<file path="config.mk">
export PLATFORM = sky130hd
export DESIGN_NAME = vout_serializer
export DESIGN_NICKNAME = d
export VERILOG_FILES = /design/src/rtl/vout_ser_pkg.sv /design/src/rtl/vout_serializer.sv
export SDC_FILE = /design/constraint.sdc
export NUM_CORES = 1
export LEC_CHECK = 0
export ABC_CLOCK_PERIOD_IN_PS = 1900
export CAP_MARGIN = 5
export CORE_UTILIZATION = 55
export CTS_BUF_LIST = sky130_fd_sc_hd__clkbuf_4
export CTS_CLUSTER_DIAMETER = 200
export DETAILED_ROUTE_END_ITERATION = 12
export PLACE_DENSITY = 0.8
export SLEW_MARGIN = 15
export SYNTH_ARGS = -nofsm -noshare
export SYNTH_HDL_FRONTEND = slang
export SYNTH_SLANG_ARGS = --single-unit
</file>
<file path="constraint.sdc">
create_clock -name clk -period 1.9 [get_ports clk]
set_clock_uncertainty 0.15 [all_clocks]
set_input_delay 0.38 -clock clk [delete_from_list [all_inputs] [get_ports clk]]
set_output_delay 0.38 -clock clk [all_outputs]
set_load 0.01 [all_outputs]
</file>
<file path="src/rtl/vout_ser_pkg.sv">
// Shared definitions for the vout serializer.
//   state_t   : serializer FSM states (IDLE / DATA / PAR)
//   cnt_width : bit-counter width for a given word width, minimum 1
//   CNT_W     : counter width at the default 6-bit word
package vout_ser_pkg;

  typedef enum logic [1:0] {
    IDLE = 2'd0,
    DATA = 2'd1,
    PAR  = 2'd2
  } state_t;

  function automatic int cnt_width(input int w);
    return (w > 1) ? $clog2(w) : 1;
  endfunction

  localparam int DEFAULT_WIDTH = 6;
  localparam int CNT_W         = cnt_width(DEFAULT_WIDTH);

endpackage

</file>
<file path="src/rtl/vout_serializer.sv">
// Parallel-to-serial converter for the upstream vout bus.
// Accepts a word over a valid/ready handshake and shifts it out one bit per
// cycle, optionally followed by an even-parity beat. A one-word pending
// buffer lets frames run back-to-back with no idle cycle between them.
//
// Ports:
//   clk       : clock, rising edge
//   rst       : synchronous active-high reset
//   din_valid : upstream word valid
//   din_ready : a word can be accepted this cycle
//   din       : parallel word
//   sout      : serial data bit (registered)
//   sframe    : high on every data/parity beat (registered)
//   slast     : high on the final beat of a frame (registered)
module vout_serializer
  import vout_ser_pkg::*;
#(
  parameter int WIDTH     = 6,
  parameter int PARITY    = 0,
  parameter int MSB_FIRST = 1
) (
  input  logic             clk,
  input  logic             rst,
  input  logic             din_valid,
  output logic             din_ready,
  input  logic [WIDTH-1:0] din,
  output logic             sout,
  output logic             sframe,
  output logic             slast
);

  localparam int             CW       = cnt_width(WIDTH);
  localparam logic [CW-1:0]  CNT_LAST = CW'(WIDTH - 1);

  state_t             state_reg, state_next;
  logic [WIDTH-1:0]   shreg_reg, shreg_next;
  logic [CW-1:0]      cnt_reg, cnt_next;
  logic               par_reg, par_next;
  logic [WIDTH-1:0]   pend_reg, pend_next;
  logic               pend_valid_reg, pend_valid_next;
  logic               sout_reg, sout_next;
  logic               sframe_reg, sframe_next;
  logic               slast_reg, slast_next;

  logic               last_beat;
  logic               load_now;
  logic               xfer;
  logic               load;
  logic [WIDTH-1:0]   load_word;

  assign din_ready = !pend_valid_reg && !rst;
  assign xfer      = din_valid && din_ready;
  assign sout      = sout_reg;
  assign sframe    = sframe_reg;
  assign slast     = slast_reg;

  always_comb begin
    last_beat       = ((state_reg == DATA) && (cnt_reg == CNT_LAST) && (PARITY == 0))
                      || (state_reg == PAR);
    load_now        = (state_reg == IDLE) || (last_beat && !pend_valid_reg);

    state_next      = state_reg;
    shreg_next      = shreg_reg;
    cnt_next        = cnt_reg;
    par_next        = par_reg;
    pend_next       = pend_reg;
    pend_valid_next = pend_valid_reg;
    load            = 1'b0;
    load_word       = din;

    // Advance within a frame; the counter saturates at the last data bit.
    if (state_reg == DATA) begin
      if (cnt_reg != CNT_LAST) begin
        cnt_next   = cnt_reg + CW'(1);
        shreg_next = (MSB_FIRST != 0) ? (shreg_reg << 1) : (shreg_reg >> 1);
      end else if (PARITY != 0) begin
        state_next = PAR;
      end
    end

    // Frame end: chain the pending word, else drop to IDLE (a same-cycle
    // transfer below may still override that with a direct load).
    if (last_beat) begin
      if (pend_valid_reg) begin
        load            = 1'b1;
        load_word       = pend_reg;
        pend_valid_next = 1'b0;
      end else begin
        state_next = IDLE;
      end
    end

    // din_ready implies an empty buffer, so this never collides with the
    // pending-word load above.
    if (xfer) begin
      if (load_now) begin
        load      = 1'b1;
        load_word = din;
      end else begin
        pend_next       = din;
        pend_valid_next = 1'b1;
      end
    end

    // Parity is latched from the whole word at load, not from shifted bits.
    if (load) begin
      state_next = DATA;
      cnt_next   = '0;
      shreg_next = load_word;
      par_next   = ^load_word;
    end

    // Outputs are computed from the next state so they register alongside it.
    sout_next   = 1'b0;
    if (state_next == DATA) begin
      sout_next = (MSB_FIRST != 0) ? shreg_next[WIDTH-1] : shreg_next[0];
    end else if (state_next == PAR) begin
      sout_next = par_next;
    end
    sframe_next = (state_next != IDLE);
    slast_next  = ((state_next == DATA) && (cnt_next == CNT_LAST) && (PARITY == 0))
                  || (state_next == PAR);
  end

  always_ff @(posedge clk) begin
    if (rst) begin
      state_reg      <= IDLE;
      shreg_reg      <= '0;
      cnt_reg        <= '0;
      par_reg        <= 1'b0;
      pend_reg       <= '0;
      pend_valid_reg <= 1'b0;
      sout_reg       <= 1'b0;
      sframe_reg     <= 1'b0;
      slast_reg      <= 1'b0;
    end else begin
      state_reg      <= state_next;
      shreg_reg      <= shreg_next;
      cnt_reg        <= cnt_next;
      par_reg        <= par_next;
      pend_reg       <= pend_next;
      pend_valid_reg <= pend_valid_next;
      sout_reg       <= sout_next;
      sframe_reg     <= sframe_next;
      slast_reg      <= slast_next;
    end
  end

endmodule

</file>
==> run_results.csv, run 1 <==
group,metric,value,unit
clock_network,cts_tree,"done",
detailed_routing,wl,2010,um
yosys,synth-main-ff-cell,"dfxtp_1",
critical_path,worstPathCellList,"inv_1 > ha_2 > and3b_1 > a31oi_4 > mux2i_1 > a211oi_2",
timing,period_needed,1.78,ns
yosys,netlist_area,0.00105,mm2
critical_path,start_kind,"flip-flop",
grt,grt_overflow,0,
finish,final_nets,137,
placed_design,post-place-ws,-0.117,ns
critical_path,path_class,"reg -> reg",
grt,grt_pass1_wl,3450,um
critical_path,critPathSlowestCell,"dfxtp_1",
min_path,worstHoldPathType,"reg -> reg",
placed_design,postPlaceCellArea,0.00125,mm2
detailed_routing,routed_via_density,5.49,
floorplanning,die_area,0.00209,mm2
clock_network,cts_root_buffer,"clkbuf_4",
finish,design_area,0.00129,mm2
clock_network,cts.sink_count,20,
power,peakVddDrop,0.383,mV
job,cap_violations,0,
floorplanning,die-width,45.7,um
timing,worst_slack,0.122,ns
yosys,synth-seq-cells,20,
floorplanning,coreArea,0.00176,mm2
detailed_routing,dr.first_iter.drc_count,5,
floorplanning,start_util,59.5,%
grt,track_usage,23.1,%
grt,grt_pass1_vias,818,
finish,largest_reg_flops,6,
finish,fillers,152,
detailed_routing,ant_nets,0,
clock_network,clkTransAtPathRegs,0.11,ns
power,powerDensity,672,mW/mm2
timing,drv_slew,0,
critical_path,worstPathMaxFanout,5,
yosys,synth_cell_types,36,
critical_path,critPathCaptureType,"flip-flop",
detailed_routing,vias,824,
floorplanning,num_io_pins,13,
yosys,yosysWarnings,0,
timing,rsz0062_at_grt,"false",
yosys,synth_nets,113,
yosys,synthCells,102,
yosys,async_reset_ff_share,0,%
yosys,avgSynthCellArea,10.3,um2
timing,maxSlewHeadroom,79.2,%
detailed_routing,first_pass_iters,4,
clock_network,insertion_delay,0.30,ns
clock_network,numCtsBuffers,3,
timing,worst_pin_slew,0.311,ns
placed_design,hpwl,1570,um
finish,diodes,0,
critical_path,slowest_delay,0.38,ns
yosys,synthTopCellsByCount,"20 x dfxtp_1, 10 x mux2i_1, 9 x nor2_1",
finish,fin_cells,150,
yosys,synthDominantCellAreaShare,38.1,%
run_status,status,"complete, no violations",
floorplanning,die_h,45.7,um
critical_path,crit_arrival,1.82,ns
grt,grt_max_degree,14,
floorplanning,rows,15,
clock_network,cts_htree_levels,1,
detailed_routing,drc,0,
power,p_total,864,uW
grt,antenna_found_initial,0,
timing,max_freq,562,MHz
timing,min_period_over_period,93.6,%
placed_design,dp_cells,146,
finish,drive_above_1_share,24.8,%
power,p_leak,0.588,nW
critical_path,cp.required,1.94,ns
placed_design,gp_congestion,0.806,
yosys,ys_top_cells_by_area,"dfxtp_1 38%, mux2i_1 9.5%, a211oi_1 5.0%, a211oi_2 4.8%, nor2_1 3.2%",
yosys,synth_edf_count,0,
yosys,synth_seq_area_share,38.1,%
finish,area_growth,22.5,%
detailed_routing,wl_per_cell,13.4,um
placed_design,port_buffers,12,
critical_path,path_buf_inv,1,
critical_path,critPathTopFamily,"flip-flops",
yosys,synth_largest_area_cell,"dfxtp_1",
yosys,synth.most_common_cell,"dfxtp_1",
timing,finalSetupViolations,0,
timing,hold_viol,0,
clock_network,clockBufferDepth,2,
[logic make-up (layout without fill, tap and decap cells)]
| group | after synthesis | after routing | synth area share, % |
|---|---|---|---|
| simple gates | 36 | 36 | 22.9 |
| mux | 10 | 10 | 9.54 |
| fa+ha+maj | 2 | 2 | 2.38 |
| flops | 20 | 20 | 38.1 |
| xor+xnor | 1 | 1 | 0.834 |
| compound gates | 22 | 22 | 20.5 |
| buf+inv | 11 | 34 | 5.72 |
[metal layers]
metal | track usage [%] | up-vias | part of all wire [%]
met1 | 26.9 | 384 | 46
met2 | 41.1 | 13 | 49
met5 | 0 | - | 0
met3 | 3.97 | 4 | 2.5
met4 | 10.0 | 0 | 1.3
li1 | - | 423 | -
[worst register-to-register path, stage by stage (launching register included)]
cell and delay [ns]:
dfxtp_1 0.38, inv_1 0.06, ha_2 0.20, and3b_1 0.23
a31oi_4 0.28, mux2i_1 0.28, a211oi_2 0.09
[final cells by class]
type	count	area (um2)	share of cell area [%]
multi-input combinational	71	592	46.0
sequential	20	402	31.2
timing repair buffer	24	213	16.5
tap	25	31.3	2.43
clock buffer	3	22.5	1.75
inverter	6	22.5	1.75
clock inverter	1	3.75	0.292
[layout by cell type (no fill, tap or decap), types with 2 or more instances in the layout]
cell	n
mux2i_1	10
and4b_1	2
a311oi_1	2
and3_1	4
nand2_1	3
dfxtp_1	19
nor2_1	9
nand2b_1	2
nor3_1	3
a21oi_1	3
clkbuf_4	3
clkdlybuf4s50_1	11
nand3b_1	2
buf_4	11
inv_1	5
nor2b_1	2
a211oi_1	7
a211oi_2	4
[path summary, 6_finish.rpt]
kind / start / endpoint / slack (ns) / cells past startpoint
max: cnt_reg[1]$_SDFF_PP0_ / shreg_reg[2]$_SDFFE_PP0P_ / 0.12 / 6
min: shreg_reg[4]$_SDFFE_PP0P_ / sout$_SDFF_PP0_ / 0.33 / 2
max reg2reg: cnt_reg[1]$_SDFF_PP0_ / shreg_reg[2]$_SDFFE_PP0P_ / 0.12 / 6
min reg2reg: shreg_reg[4]$_SDFFE_PP0P_ / sout$_SDFF_PP0_ / 0.33 / 2
[timing repair]
item,CTS,global route
hold buffers,0,0
gates resized for setup,1,3
setup endpoints to repair,1,6
buffers inserted,0,0
[power breakdown]
group | internal, mW | leakage, nW | switching (mW)
combinational | 0.103 | 0.409 | 0.0898
clock | 0.0766 | 0.0154 | 0.128
sequential | 0.447 | 0.164 | 0.0208
[through the flow]
step                      TNS (ns)  utilization [%]  hold slack [ns]
after floorplan                  0                -            0.287
after global placement      -0.503             71.1            0.304
after detailed placement    -0.944             71.1            0.314
after CTS                        0             72.5            0.329
after global routing             0             72.9            0.358
final                            0             72.9            0.326
No activity file was read; power rests on OpenSTA's default activity.
==> inputs of run 2 (changes only) <==
CORE_UTILIZATION = 56   (was 55)
PLACE_DENSITY = 0.81   (was 0.8)
==> run_results.csv, run 2 (synthesis gave the netlist of run 1 again) <==
group,metric,value,unit
run_status,status,"complete, no violations",
detailed_routing,ant_nets,0,
placed_design,hpwl,1530,um
timing,drv_slew,0,
clock_network,numCtsBuffers,3,
floorplanning,die_area,0.00205,mm2
clock_network,cts_tree,"done",
detailed_routing,dr.first_iter.drc_count,5,
floorplanning,start_util,60.1,%
grt,antenna_found_initial,0,
detailed_routing,routed_via_density,5.59,
critical_path,cp.required,1.98,ns
critical_path,worstPathMaxFanout,11,
min_path,worstHoldPathType,"reg -> reg",
clock_network,cts.sink_count,20,
clock_network,hold_buffers,0,
timing,max_freq,566,MHz
timing,period_needed,1.77,ns
critical_path,start_kind,"flip-flop",
grt,grt_pass1_vias,814,
grt,track_usage,23.6,%
critical_path,path_buf_inv,2,
finish,final_nets,138,
timing,maxSlewHeadroom,74.2,%
critical_path,worstPathCellList,"inv_1 > ha_2 > nand3b_4 > a221oi_4 > buf_4 > a211oi_1 > a211oi_2",
clock_network,postCtsSetupBuffers,0,
power,p_total,861,uW
clock_network,clkTransAtPathRegs,0.10,ns
finish,largest_reg_flops,6,
timing,finalSetupViolations,0,
clock_network,insertion_delay,0.30,ns
clock_network,cts_root_buffer,"clkbuf_4",
finish,diodes,0,
detailed_routing,wl_per_cell,13.4,um
critical_path,critPathTopFamily,"compound AO/OA/AOI/OAI gates",
grt,grt_overflow,0,
critical_path,crit_arrival,1.84,ns
finish,fin_cells,151,
critical_path,critPathCaptureType,"flip-flop",
clock_network,clockBufferDepth,2,
critical_path,critPathSlowestCell,"dfxtp_1",
placed_design,gp_congestion,0.818,
clock_network,cts_htree_levels,1,
finish,drive_above_1_share,26.2,%
detailed_routing,drc,0,
power,powerDensity,666,mW/mm2
detailed_routing,first_pass_iters,4,
finish,final_cell_mix,"19 x dfxtp_1, 13 x buf_4, 11 x clkdlybuf4s50_1, 9 x nor2_1, 9 x mux2i_1",
grt,grt_max_degree,15,
detailed_routing,wl,2020,um
floorplanning,rows,15,
finish,final_common_cell,"dfxtp_1",
floorplanning,die_h,45.3,um
placed_design,port_buffers,12,
job,cap_violations,0,
critical_path,slowest_delay,0.34,ns
grt,grt_pass1_wl,3380,um
timing,rsz0062_at_grt,"false",
placed_design,dp_cells,147,
detailed_routing,vias,844,
power,peakVddDrop,0.544,mV
timing,worst_pin_slew,0.387,ns
floorplanning,coreArea,0.00175,mm2
timing,min_period_over_period,93.0,%
timing,hold_viol,0,
floorplanning,num_io_pins,13,
floorplanning,die-width,45.3,um
critical_path,path_class,"reg -> reg",
power,p_leak,0.586,nW
finish,area_growth,23.2,%
-- run 2: cell count changes in the layout (fill, tap and decap cells not counted), sizes merged --
cell / change
buf: +1
-- run 2: worst min-delay path: stages (launching register included) --
cell and delay (ns):
dfxtp_1 0.33, nand2_1 0.06, a21oi_1 0.06
-- run 2: final cells by class --
cell class,instances,area (um2)
well taps,25,31.3
repair buffers,25,216
clock inverters,1,3.75
clock buffers,3,22.5
multi-input cells,71,596
flip-flops and latches,20,402
inverters,6,22.5
fillers,138,452
-- run 2: path summary, 6_finish.rpt --
| kind | from | end | slack (ns) | depth (start not counted) |
|---|---|---|---|---|
| max reg2reg | cnt_reg[1]$_SDFF_PP0_ | shreg_reg[2]$_SDFFE_PP0P_ | 0.13 | 7 |
| min | shreg_reg[4]$_SDFFE_PP0P_ | sout$_SDFF_PP0_ | 0.33 | 2 |
| min reg2reg | shreg_reg[4]$_SDFFE_PP0P_ | sout$_SDFF_PP0_ | 0.33 | 2 |
| max | cnt_reg[1]$_SDFF_PP0_ | shreg_reg[2]$_SDFFE_PP0P_ | 0.13 | 7 |
-- run 2: layer usage --
| metal | vias up | wire (um) | GRT usage [%] | part of all wire [%] |
|---|---|---|---|---|
| li1 | 428 | - | - | - |
| met1 | 392 | 896 | 27.1 | 44 |
| met2 | 19 | 1010 | 40.6 | 50 |
| met3 | 5 | 69 | 4.80 | 3.4 |
| met4 | 0 | 46 | 12.7 | 2.3 |
| met5 | - | 0 | 0 | 0 |
-- run 2: timing repair --
| action | 4_1_cts | 5_1_grt |
|---|---|---|
| setup endpoints to repair | 1 | 6 |
| gates resized for setup | 1 | 3 |
| hold endpoints to repair | 0 | 0 |
| pin swaps | 0 | 1 |
-- run 2: power breakdown --
group	leakage [nW]	total (mW)	switching, mW	internal [mW]
registers	0.164	0.470	0.0231	0.447
logic	0.407	0.193	0.0888	0.104
clock network	0.0154	0.199	0.122	0.0766
total	0.586	0.861	0.234	0.627
-- run 2: per-stage QoR --
step | hold WS, ns | setup TNS [ns] | area [um2] | worst slack [ns] | util [%]
6_report | 0.329 | 0 | 1290 | 0.134 | 74.1
3_3_place_gp | 0.306 | -0.886 | 1260 | -0.0984 | 72.3
2_1_floorplan | 0.287 | 0 | 1050 | 0.147 | -
3_5_place_dp | 0.321 | -1.36 | 1260 | -0.140 | 72.3
4_1_cts | 0.336 | 0 | 1290 | 0.0266 | 73.7
5_1_grt | 0.386 | 0 | 1290 | 0.00275 | 74.1
